`src/rtl/mul_issue_ctrl_if.sv`:
```
// rtl/mul_issue_ctrl_if.sv - start/annul/result handshake between the issue controller and the iterative multiplier
interface mul_issue_ctrl_if;
  logic [31:0] mul_op1_o;
  logic [31:0] mul_op2_o;
  logic        mul_signed_o;
  logic        mul_start_o;
  logic        mul_annul_o;
  logic [63:0] mul_result_i;
  logic        mul_ready_i;

  // Controller side: drives operands and handshake, consumes the product
  modport master (
    output mul_op1_o, mul_op2_o, mul_signed_o, mul_start_o, mul_annul_o,
    input  mul_result_i, mul_ready_i
  );

  // Multiplier side
  modport slave (
    input  mul_op1_o, mul_op2_o, mul_signed_o, mul_start_o, mul_annul_o,
    output mul_result_i, mul_ready_i
  );
endinterface

```
`src/rtl/mul_issue_ctrl.sv`:
```
// rtl/mul_issue_ctrl.sv - EX-stage multiply issue/stall controller with HI/LO registers; optional MUL_ZERO_BYPASS_EN
module mul_issue_ctrl (
  input  logic        clk,
  input  logic        resetn,
  input  logic        op_valid_i,
  input  logic [1:0]  op_i,
  input  logic [31:0] opdata1_i,
  input  logic [31:0] opdata2_i,
  input  logic        flush_i,
  input  logic        mthi_i,
  input  logic        mtlo_i,
  input  logic [31:0] wdata_i,
  mul_issue_ctrl_if.master mul,
  output logic        stall_req_o,
  output logic        gpr_we_o,
  output logic [31:0] gpr_wdata_o,
  output logic [31:0] hi_o,
  output logic [31:0] lo_o
);

  localparam logic [1:0] OP_NONE  = 2'b00;
  localparam logic [1:0] OP_MULTU = 2'b10;
  localparam logic [1:0] OP_MUL   = 2'b11;

  typedef enum logic [1:0] {
    IDLE  = 2'd0,
    BUSY  = 2'd1,
    DRAIN = 2'd2
  } state_t;

  state_t      state_q, state_d;
  logic [1:0]  op_q, op_d;
  logic [31:0] op1_q, op1_d;
  logic [31:0] op2_q, op2_d;
  logic        signed_q, signed_d;
  logic        start_q, start_d;
  logic        annul_q, annul_d;
  logic [31:0] hi_q, hi_d;
  logic [31:0] lo_q, lo_d;

  logic        accept;
  logic        zero_opnd;
  logic        stall;
  logic        gpr_we;
  logic [31:0] gpr_wdata;

  assign accept = op_valid_i & (op_i != OP_NONE) & ~flush_i;

`ifdef MUL_ZERO_BYPASS_EN
  // A zero operand makes the product trivially zero, so skip the multiplier
  assign zero_opnd = (opdata1_i == 32'd0) | (opdata2_i == 32'd0);
`else
  assign zero_opnd = 1'b0;
`endif

  // State and datapath registers
  always_ff @(posedge clk or negedge resetn) begin
    if (!resetn) begin
      state_q  <= IDLE;
      op_q     <= OP_NONE;
      op1_q    <= 32'd0;
      op2_q    <= 32'd0;
      signed_q <= 1'b0;
      start_q  <= 1'b0;
      annul_q  <= 1'b0;
      hi_q     <= 32'd0;
      lo_q     <= 32'd0;
    end else begin
      state_q  <= state_d;
      op_q     <= op_d;
      op1_q    <= op1_d;
      op2_q    <= op2_d;
      signed_q <= signed_d;
      start_q  <= start_d;
      annul_q  <= annul_d;
      hi_q     <= hi_d;
      lo_q     <= lo_d;
    end
  end

  // Next-state, handshake, HI/LO update and combinational stall/writeback
  always_comb begin
    state_d   = state_q;
    op_d      = op_q;
    op1_d     = op1_q;
    op2_d     = op2_q;
    signed_d  = signed_q;
    start_d   = start_q;
    annul_d   = 1'b0;
    hi_d      = hi_q;
    lo_d      = lo_q;
    stall     = 1'b0;
    gpr_we    = 1'b0;
    gpr_wdata = mul.mul_result_i[31:0];

    case (state_q)
      IDLE: begin
        if (accept && zero_opnd) begin
          if (op_i == OP_MUL) begin
            gpr_we    = 1'b1;
            gpr_wdata = 32'd0;
          end else begin
            hi_d = 32'd0;
            lo_d = 32'd0;
          end
        end else if (accept) begin
          stall    = 1'b1;
          op_d     = op_i;
          op1_d    = opdata1_i;
          op2_d    = opdata2_i;
          signed_d = (op_i != OP_MULTU);
          start_d  = 1'b1;
          state_d  = BUSY;
        end else if (!flush_i) begin
          if (mthi_i) hi_d = wdata_i;
          if (mtlo_i) lo_d = wdata_i;
        end
      end

      BUSY: begin
        stall = ~mul.mul_ready_i | flush_i;
        // Flush takes priority so a product arriving in the same cycle is dropped
        if (flush_i) begin
          start_d = 1'b0;
          annul_d = 1'b1;
          state_d = DRAIN;
        end else if (mul.mul_ready_i) begin
          if (op_q == OP_MUL) begin
            gpr_we = 1'b1;
          end else begin
            hi_d = mul.mul_result_i[63:32];
            lo_d = mul.mul_result_i[31:0];
          end
          start_d = 1'b0;
          state_d = DRAIN;
        end
      end

      DRAIN: begin
        // Wait for the multiplier to drop ready so a stale result is never reused
        stall = op_valid_i & (op_i != OP_NONE);
        if (!mul.mul_ready_i) state_d = IDLE;
      end

      default: state_d = IDLE;
    endcase
  end

  assign mul.mul_op1_o    = op1_q;
  assign mul.mul_op2_o    = op2_q;
  assign mul.mul_signed_o = signed_q;
  assign mul.mul_start_o  = start_q;
  assign mul.mul_annul_o  = annul_q;

  assign stall_req_o = stall;
  assign gpr_we_o    = gpr_we;
  assign gpr_wdata_o = gpr_wdata;
  assign hi_o        = hi_q;
  assign lo_o        = lo_q;

endmodule

```
`src/flat_wrapper.sv`:
```
// flat-port wrapper written by rule: the top's interface ports become plain ports
module mul_issue_ctrl_flat 
  (clk, resetn, op_valid_i, op_i, opdata1_i, opdata2_i, flush_i, mthi_i, mtlo_i, wdata_i, stall_req_o, gpr_we_o, gpr_wdata_o, hi_o, lo_o, mul_mul_op1_o, mul_mul_op2_o, mul_mul_signed_o, mul_mul_start_o, mul_mul_annul_o, mul_mul_result_i, mul_mul_ready_i);
  mul_issue_ctrl_if mul_i ();
  input  logic clk;
  input  logic resetn;
  input  logic op_valid_i;
  input  logic [1:0] op_i;
  input  logic [31:0] opdata1_i;
  input  logic [31:0] opdata2_i;
  input  logic flush_i;
  input  logic mthi_i;
  input  logic mtlo_i;
  input  logic [31:0] wdata_i;
  output logic stall_req_o;
  output logic gpr_we_o;
  output logic [31:0] gpr_wdata_o;
  output logic [31:0] hi_o;
  output logic [31:0] lo_o;
  output wire logic [$bits(mul_i.mul_op1_o)-1:0] mul_mul_op1_o;
  output wire logic [$bits(mul_i.mul_op2_o)-1:0] mul_mul_op2_o;
  output wire logic [$bits(mul_i.mul_signed_o)-1:0] mul_mul_signed_o;
  output wire logic [$bits(mul_i.mul_start_o)-1:0] mul_mul_start_o;
  output wire logic [$bits(mul_i.mul_annul_o)-1:0] mul_mul_annul_o;
  input wire logic [$bits(mul_i.mul_result_i)-1:0] mul_mul_result_i;
  input wire logic [$bits(mul_i.mul_ready_i)-1:0] mul_mul_ready_i;
  assign mul_mul_op1_o = mul_i.mul_op1_o;
  assign mul_mul_op2_o = mul_i.mul_op2_o;
  assign mul_mul_signed_o = mul_i.mul_signed_o;
  assign mul_mul_start_o = mul_i.mul_start_o;
  assign mul_mul_annul_o = mul_i.mul_annul_o;
  assign mul_i.mul_result_i = mul_mul_result_i;
  assign mul_i.mul_ready_i = mul_mul_ready_i;
  mul_issue_ctrl u_core (.clk(clk), .resetn(resetn), .op_valid_i(op_valid_i), .op_i(op_i), .opdata1_i(opdata1_i), .opdata2_i(opdata2_i), .flush_i(flush_i), .mthi_i(mthi_i), .mtlo_i(mtlo_i), .wdata_i(wdata_i), .mul(mul_i), .stall_req_o(stall_req_o), .gpr_we_o(gpr_we_o), .gpr_wdata_o(gpr_wdata_o), .hi_o(hi_o), .lo_o(lo_o));
endmodule
```
`config.mk`:
```
export PLATFORM = sky130hd
export DESIGN_NAME = mul_issue_ctrl_flat
export DESIGN_NICKNAME = d
export VERILOG_FILES = /design/src/rtl/mul_issue_ctrl_if.sv /design/src/rtl/mul_issue_ctrl.sv /design/src/flat_wrapper.sv
export SDC_FILE = /design/constraint.sdc
export NUM_CORES = 1
export LEC_CHECK = 0
export BUFFER_PORTS_ARGS = -buffer_cell sky130_fd_sc_hd__buf_4
export CELL_PAD_IN_SITES_DETAIL_PLACEMENT = 1
export CELL_PAD_IN_SITES_GLOBAL_PLACEMENT = 2
export CORE_MARGIN = 5
export CORE_UTILIZATION = 28
export DETAILED_ROUTE_END_ITERATION = 7
export PLACE_DENSITY_LB_ADDON = 0.08
export SYNTH_ARGS = -nofsm -noshare
export SYNTH_HDL_FRONTEND = slang
export SYNTH_SLANG_ARGS = --single-unit
export TNS_END_PERCENT = 20
```
`constraint.sdc`:
```
create_clock -name clk -period 3.57 [get_ports clk]
set_input_delay 0.357 -clock clk [delete_from_list [all_inputs] [get_ports clk]]
set_output_delay 0.357 -clock clk [all_outputs]
set_load 0.01 [all_outputs]
```
**Yosys cells after proc, flatten, opt, wreduce, memory -nomap -nowiden**

Cells that the tools add are included.

- Eq/ne operators: 14
- Muxes and demuxes: 31
- Bitwise logic cells: 5
- Reduce and logical (&&, ||, !) cells: 8

Operators with widths:

| kind | count |
|---|---|
| 32-bit 2-to-1 mux | 12 |
| 32-bit case mux with 2 select lines | 2 |
| 2-bit inequality test, second input constant | 9 |
| 7-bit AND reduction | 2 |
| 1-bit 2-to-1 mux | 10 |
| 2-bit 2-to-1 mux | 4 |
| 2-bit case mux with 3 select lines | 1 |
| 3-bit AND reduction | 2 |
| 2-bit == test, second input constant | 2 |
| 2-bit nonzero test | 2 |
| 3-bit inequality test, second input constant | 1 |
| 1-bit case mux with 3 select lines | 1 |
| 1-bit AND | 2 |
| 2-bit by 1-bit == test with 1-bit output, second input constant | 1 |
| 2-bit logical NOT | 1 |
| 2-bit by 1-bit inequality test with 1-bit output, second input constant | 1 |
| 1-bit NOT | 2 |
| 1-bit case mux with 2 select lines | 1 |
| 2-bit AND reduction | 1 |
| 1-bit bitwise OR | 1 |

- Register bits after elaboration: 135
- Logic and storage cells: 67

**Depth between registers and ports, before layout**

Gate-level depths: netlist (run 1).

- Depth after elaboration: 5
- Gate-level depth with buffers: 7

**Worst setup path after synthesis (run 1)**

Ideal clock, no wire load.

- Path type: reg-to-reg
- Start: reg u_core.state_q[1]
- End: reg u_core.hi_q[21], in the netlist u_core.hi_o[21]
- Arrival time: 1,582 ps
- Data required time: 3,445 ps
- Path slack: 1,863 ps
- Stages on the path, launching flop included: 5
- Buffers on the path: 1
- Cells stage by stage: dfrtp_1 or2_4 nor4_4 buf_6 mux2_2

- Word-level cells in the longest chain between the ends: 3
- Elaborated cells on any way between the ends: 11
- Classes of those cells: 7 x eq/ne; 1 x mux; 3 x reduce/logical

Ends and longest elaborated chain:

| item | line | RTL |
|---|---|---|
| from (decl) | mul_issue_ctrl.sv:31 | `state_t state_q, state_d;` |
| from (signal assigned) | mul_issue_ctrl.sv:69 | `state_q <= state_d;` |
| 2-bit by 1-bit == test with 1-bit output or 2-bit logical NOT (tied branches) | mul_issue_ctrl.sv:96 | `case (state_q)` |
| 2-bit inequality test (no source line) or 2-bit nonzero test (tied branches) | - |  |
| 7-bit AND reduction (no source line) | - |  |
| to (signal assigned) | mul_issue_ctrl.sv:76 | `hi_q <= hi_d;` |
| to (decl) | mul_issue_ctrl.sv:38 | `logic [31:0] hi_q, hi_d;` |

Several ways; a longest one is shown, not always the timed one.
A chain may end at the register's enable or synchronous reset.

**Worst setup path after layout (run 1)**

- Start: reg u_core.state_q[0]
- End: out stall_req_o

- Word-level cells in the longest chain between the ends: 2
- Elaborated cells on any way between the ends: 4
- Classes of those cells: 2 x eq/ne; 1 x mux; 1 x reduce/logical

Ends and longest elaborated chain:

| item | line | RTL |
|---|---|---|
| 2-bit == test, or another cell as far along | mul_issue_ctrl.sv:96 |  |
| 1-bit case mux with 3 select lines * | mul_issue_ctrl.sv:96 |  |
| to (decl) | flat_wrapper.sv:15 | `output logic stall_req_o;` |

Every way passes the cells marked *; elsewhere a longest branch is shown, timed or not.

==> results of run 1 <==
==> power by group <==
group | switching [W] | leakage [nW] | internal [W]
clock network | 0.000680 | 0.263 | 0.000961
logic | 0.000908 | 2.65 | 0.00118
registers | 0.000288 | 1.60 | 0.00205
==> cell families (layout without fill, tap and decap cells) <==
logic type	Yosys count	count (layout)
simple gates	180	180
compound gates	8	8
flops	135	135
buf+inv	58	373
mux	131	131
==> cell usage in the layout (no fill, tap or decap), types with 2 or more instances in the layout <==
cell type	netlist	routed
inv_6	0	2
nor4_4	2	2
nand2_1	163	163
clkbuf_16	0	17
clkinv_2	0	3
buf_12	0	2
buf_4	36	337
mux2_1	22	22
dfrtp_1	135	135
o21ai_0	4	4
clkinvlp_4	0	4
mux2_2	109	109
nor2_1	7	7
clkinv_4	0	4
==> state kept, by name, summed over array words and instances, names as in the netlist <==
signal                   cells
u_core.mul.mul_signed_o      1
u_core.mul.mul_annul_o       1
u_core.op_q                  2
u_core.mul.mul_op1_o        32
u_core.lo_o                 32
u_core.hi_o                 32
u_core.mul.mul_op2_o        32
u_core.mul.mul_start_o       1
u_core.state_q               2
==> per-layer routing <==
metal  share of wire [%]  up-vias  wire length, um
li1                    -     2270                -
met1                  36     2365             7340
met2                  52      198            10500
met3                  10       20             2040
met4                 1.7        0              337
met5                   0        -                0
==> path summary, 6_finish.rpt <==
kind / depth (start not counted) / to / start
min in group clk: 2 / u_core.mul.mul_op2_o[24]$_DFFE_PN0P_ / opdata2_i[24]
setup / recovery: 4 / stall_req_o / u_core.state_q[0]$_DFFE_PN0P_
hold reg to reg: 1 / u_core.hi_o[8]$_DFFE_PN0P_ / u_core.hi_o[8]$_DFFE_PN0P_
setup reg to reg: 4 / u_core.lo_o[7]$_DFFE_PN0P_ / u_core.state_q[0]$_DFFE_PN0P_
max in group asynchronous: 2 / u_core.hi_o[24]$_DFFE_PN0P_ / resetn
hold / removal: 1 / u_core.lo_o[11]$_DFFE_PN0P_ / resetn
==> cell type report <==
type                            instances  area [um^2]  area share, %
Inverter                                1         3.75         0.0410
Clock inverter                         14          128           1.40
Timing Repair Buffer                  340         2580           28.2
Sequential cell                       135         3380           36.9
Multi-Input combinational cell        319         2280           25.0
Tap cell                              275          344           3.76
Clock buffer                           18          429           4.69
==> per-stage QoR <==
stage / instance area (um^2) / std cells / power, W / utilization (%) / setup WS [ns]
2_1_floorplan: 6060 / 512 / 0.00322 / - / 1.86
3_3_place_gp: 8590 / 1070 / 0.00444 / 40.6 / 1.37
3_5_place_dp: 8590 / 1070 / 0.00451 / 40.6 / 1.30
4_1_cts: 9150 / 1102 / 0.00620 / 43.2 / 0.837
5_1_grt: 9150 / 1102 / 0.00644 / 43.2 / 0.674
6_report: 9150 / 1102 / 0.00607 / 43.2 / 0.938
==> critical path, delay by kind of cell, from the launching register on <==
kind / cells / cell delay (ns)
DFF: 1 / 0.59
and+or+nand+nor: 1 / 0.77
buffers and inverters: 1 / 0.18
AOI/OAI and AO/OA: 2 / 0.32
==> impl_metrics.yaml, run 1 <==
run_status:
  status: "finished, violations left"
  violations: "negative hold slack"
synthesis:
  yosys.area_share.simple_pct: 12.2
  synth_top_family_by_area: "multiplexers"
  ys_seq_area_share_pct: 55.8
  ys_warn_count: 0
  synthAdderAreaFrac_pct: 0
  ys_top_cells_by_count: "nand2_1, dfrtp_1, mux2_2"
  synth-seq-cells: 135
  synth_xor_area_share_pct: 0
  synth_nets: 681
  ys_types: 23
  syn_area_um2: 6060
  yosysTopAreaCell: "dfrtp_1"
  async_reset_ff_share_pct: 100
  syn_inst: 512
  yosysMostFrequentCell: "nand2_1"
  synthFlopType: "dfrtp_1"
  synth_compound_area_share_pct: 0.930
  synth-edff-count: 0
  ys_top_cells_by_area: "dfrtp_1, mux2_2, nand2_1"
  synth_top_cell_area_share_pct: 55.8
  synthMuxAreaShare_pct: 24.4
  syn_area_per_cell_um2: 11.8
run:
  cap_violations: 0
finish:
  nFillCells: 2344
  diodes: 0
  drive_gt1_share_pct: 58.9
  syn2layout_area_growth_pct: 51.0
  final_nets: 983
global_route:
  grt_antenna_before_repair: 0
  busiest_layer: "met2"
  grt_start_max_net_pins: 92
  grt_usage_pct: 16.0
  grtUsageMet3_pct: 6.43
  grt_pass1_wl_um: 30400
  use_met2_pct: 28.7
  grt_remaining_overflow: 0
  met1_usage_pct: 17.4
  first_global_vias: 5490
timing:
  hold_ws_ns: -0.00633
  grt_setup_unrepaired: "false"
  finClkSkew_ns: 0.00795
  max_freq_mhz: 380
  fin_crit_ns: 2.63
  slew_viol_final: 0
  period_share_pct: 73.7
  finalSetupViolations: 0
  tns_ns: 0
  slew_headroom_pct: 41.1
  final-hold-violation-count: 1
  worstMarginPinSlew_ns: 0.883
setup_path:
  crit_path_cell_trace: "nor2b_4, o21ai_0, o31ai_1, buf_4"
  required_ns: 3.21
  critPathLaunchType: "flop"
  crit_type: "flop to primary output"
  cp_max_fo: 34
  slowest_stage: "nor2b_4"
  cp_data_arrival_time_ns: 2.28
  r2r_setup_slack_ns: 1.48
  slowest_delay_ns: 0.77
  endpoint_kind: "primary output"
clocking:
  cts_tree: "yes"
  cts.clk_slew.worst_paths_ns: 0.06
  cts_buffers: 17
  cts_setup_buffers: 0
  postCtsHoldBufs: 0
  cts_buffer_depth: 2
  cts_htree_levels: 4
  clock-sinks: 135
  clock_latency_ns: 0.41
  cts_root_buf: "clkbuf_16"
  cts_resized: 0
power:
  power_density_nw_per_um2: 663
  ir_worst_vdd_uv: 323
  total_leakage_power_nw: 4.51
route:
  routedWlPerCell_um: 18.4
  avgViaCountPerCell: 4.40
  drtPass1Iterations: 4
  remaining_drc_errors: 0
  postRouteAntennaNets: 0
  drt-initial-drc-count: 184
  finalWirelength_um: 20200
  vias: 4853
hold_path:
  hp-class: "primary input to asynchronous set/reset pin"
place:
  place_congestion: 0.750
  numPortBuffers: 333
  dpl.hpwl_um: 15600
floorplan:
  rows: 53
  fp.dieArea_um2: 24700
  initial_core_util_pct: 28.6
  core_um2: 21200
  die_w_um: 157
  die_height_um: 157
  num_io_pins: 334
(Power assumes the default switching activity.)
==> inputs of run 2 (changes only) <==
--- a/config.mk
+++ b/config.mk
@@ -9,7 +9,7 @@
 export CELL_PAD_IN_SITES_DETAIL_PLACEMENT = 1
 export CELL_PAD_IN_SITES_GLOBAL_PLACEMENT = 2
 export CORE_MARGIN = 5
-export CORE_UTILIZATION = 28
+export CORE_UTILIZATION = 24
 export DETAILED_ROUTE_END_ITERATION = 7
 export PLACE_DENSITY_LB_ADDON = 0.08
 export SYNTH_ARGS = -nofsm -noshare
==> constraint.sdc (replaced) <==
create_clock -name clk -period 2.35 [get_ports clk]
set_input_delay 0.235 -clock clk [delete_from_list [all_inputs] [get_ports clk]]
set_output_delay 0.235 -clock clk [all_outputs]
set_load 0.01 [all_outputs]
==> run 2 against run 1 <==
Against the previous run:
- the run now ends clean
- via count is 0.45% higher
- count of clock-buffer cells in the layout did not move
- setup slack lost 0.77 ns
- critical path type unchanged
- largest power group unchanged
- highest routed layer unchanged
==> impl_metrics.yaml, run 2 (synthesized netlist as in run 1, its figures left out) <==
run_status:
  status: "finished clean"
timing:
  period_share_pct: 92.7
  final-hold-violation-count: 0
  slew_headroom_pct: 52.7
  fin_crit_ns: 2.18
  max_freq_mhz: 459
  slew_viol_final: 0
  tns_ns: 0
  finClkSkew_ns: 0.0130
  finalSetupViolations: 0
  worstMarginPinSlew_ns: 0.710
  grt_setup_unrepaired: "false"
floorplan:
  num_io_pins: 334
  initial_core_util_pct: 24.2
  core_um2: 25000
  rows: 58
  die_height_um: 169
  die_w_um: 169
  fp.dieArea_um2: 28500
clocking:
  cts_root_buf: "clkbuf_16"
  cts_buffers: 17
  cts_buffer_depth: 2
  cts.clk_slew.worst_paths_ns: 0.07
  cts_setup_buffers: 0
  clock-sinks: 135
  clock_latency_ns: 0.42
  cts_htree_levels: 4
  cts_tree: "yes"
global_route:
  grt_usage_pct: 14.5
  grt_start_max_net_pins: 69
  grt_pass1_wl_um: 31800
  grt_antenna_before_repair: 0
  first_global_vias: 5530
  grt_remaining_overflow: 0
setup_path:
  critPathLaunchType: "flop"
  r2r_cells: 4
  cp_data_arrival_time_ns: 1.94
  crit_path_cell_trace: "nor2b_4, buf_12, o21ai_0, o31ai_1, buf_4"
  r2r_start: "u_core.state_q[0]$_DFFE_PN0P_"
  cp_max_fo: 40
  r2r_setup_slack_ns: 0.35
  endpoint_kind: "primary output"
  cp-startpoint: "u_core.state_q[0]$_DFFE_PN0P_"
  crit_type: "flop to primary output"
  rr_endpoint: "u_core.lo_o[14]$_DFFE_PN0P_"
  slowest_stage: "dfrtp_1"
  slowest_delay_ns: 0.62
  required_ns: 2.12
route:
  remaining_drc_errors: 0
  vias: 4875
  drt-initial-drc-count: 162
  drtPass1Iterations: 4
  postRouteAntennaNets: 0
  routedWlPerCell_um: 17.9
  finalWirelength_um: 20800
  avgViaCountPerCell: 4.20
hold_path:
  hold_start: "opdata1_i[6]"
  whs_path_depth: 2
  holdPathEnd: "u_core.mul.mul_op1_o[6]$_DFFE_PN0P_"
  hp-class: "primary input to flop"
power:
  total_leakage_power_nw: 4.58
  total_power_w: 0.00957
  ir_worst_vdd_uv: 420
  power_density_nw_per_um2: 1030
finish:
  drive_gt1_share_pct: 59.1
  mostFrequentLayoutCells: "buf_4, nand2_1, dfrtp_1"
  diodes: 0
  nFillCells: 2800
  final_nets: 988
  layout_commonest_cell: "buf_4"
  syn2layout_area_growth_pct: 54.1
run:
  cap_violations: 0
place:
  dpl.hpwl_um: 16000
  numPortBuffers: 333
  place_congestion: 0.737
-- run 2: changes by cell type in the layout (fill, tap and decap cells not counted), moves of 2 or more --
cell	before	now
buf_4	337	340
bufinv_16	1	3
clkinv_2	3	1
clkinvlp_4	4	0
inv_6	2	5
inv_8	0	2
-- run 2: area by class of cell --
cell class | instances | area [um^2] | share of cell area (%)
clock buffers | 18 | 429 | 4.60
clock inverters | 14 | 188 | 2.01
inverters | 1 | 3.75 | 0.0402
multi-input cells | 319 | 2280 | 24.5
flip-flops and latches | 135 | 3380 | 36.2
well taps | 330 | 413 | 4.43
repair buffers | 345 | 2630 | 28.2
-- run 2: worst max-delay path by stage --
stage | to | slack [ns] | cells after the start
2_1_floorplan | u_core.hi_o[21]$_DFFE_PN0P_ | 0.64 | 4
3_3_place_gp | u_core.lo_o[22]$_DFFE_PN0P_ | 0.40 | 4
3_5_place_dp | u_core.lo_o[22]$_DFFE_PN0P_ | 0.32 | 4
4_1_cts | stall_req_o | 0.12 | 5
5_1_grt | stall_req_o | 0.03 | 5
6_report | stall_req_o | 0.17 | 5
-- run 2: per-stage QoR --
step	hold slack, ns	utilization [%]	setup WS [ns]	instances	instance area, um^2
global route	0.0154	37.3	0.0264	1162	9330
CTS	0.0144	37.3	0.121	1162	9330
floorplan	-0.0606	-	0.643	512	6060
detailed placement	0.293	34.8	0.318	1129	8700
global placement	0.286	34.8	0.403	1129	8700
finish	0.0409	37.3	0.172	1162	9330
-- run 2: timing repair --
action                                 in CTS  in global routing
resized for setup                           0                  0
endpoints found under the hold margin      66                  0
hold buffers                                1                  0
-- run 2: worst max-delay path, delay by kind of cell (launching register included) --
kind | cells | cell delay, ns
AOI/OAI and AO/OA | 2 | 0.22
and+or+nand+nor | 1 | 0.27
DFF | 1 | 0.62
buffers and inverters | 2 | 0.42
-- run 2: power breakdown --
part | leakage [nW] | internal [W] | switching (W)
Clock | 0.304 | 0.00171 | 0.00112
Sequential | 1.60 | 0.00311 | 0.000427
Combinational | 2.68 | 0.00181 | 0.00140
-- run 2: layer usage --
| layer | vias up | part of all wire [%] | routed length (um) | GRT usage [%] |
|---|---|---|---|---|
| li1 | 2279 | - | - | - |
| met1 | 2377 | 39 | 8040 | 16.8 |
| met2 | 199 | 49 | 10300 | 24.2 |
| met3 | 20 | 11 | 2190 | 6.45 |
| met4 | 0 | 1.5 | 311 | 4.27 |
| met5 | - | 0 | 0 | 0 |
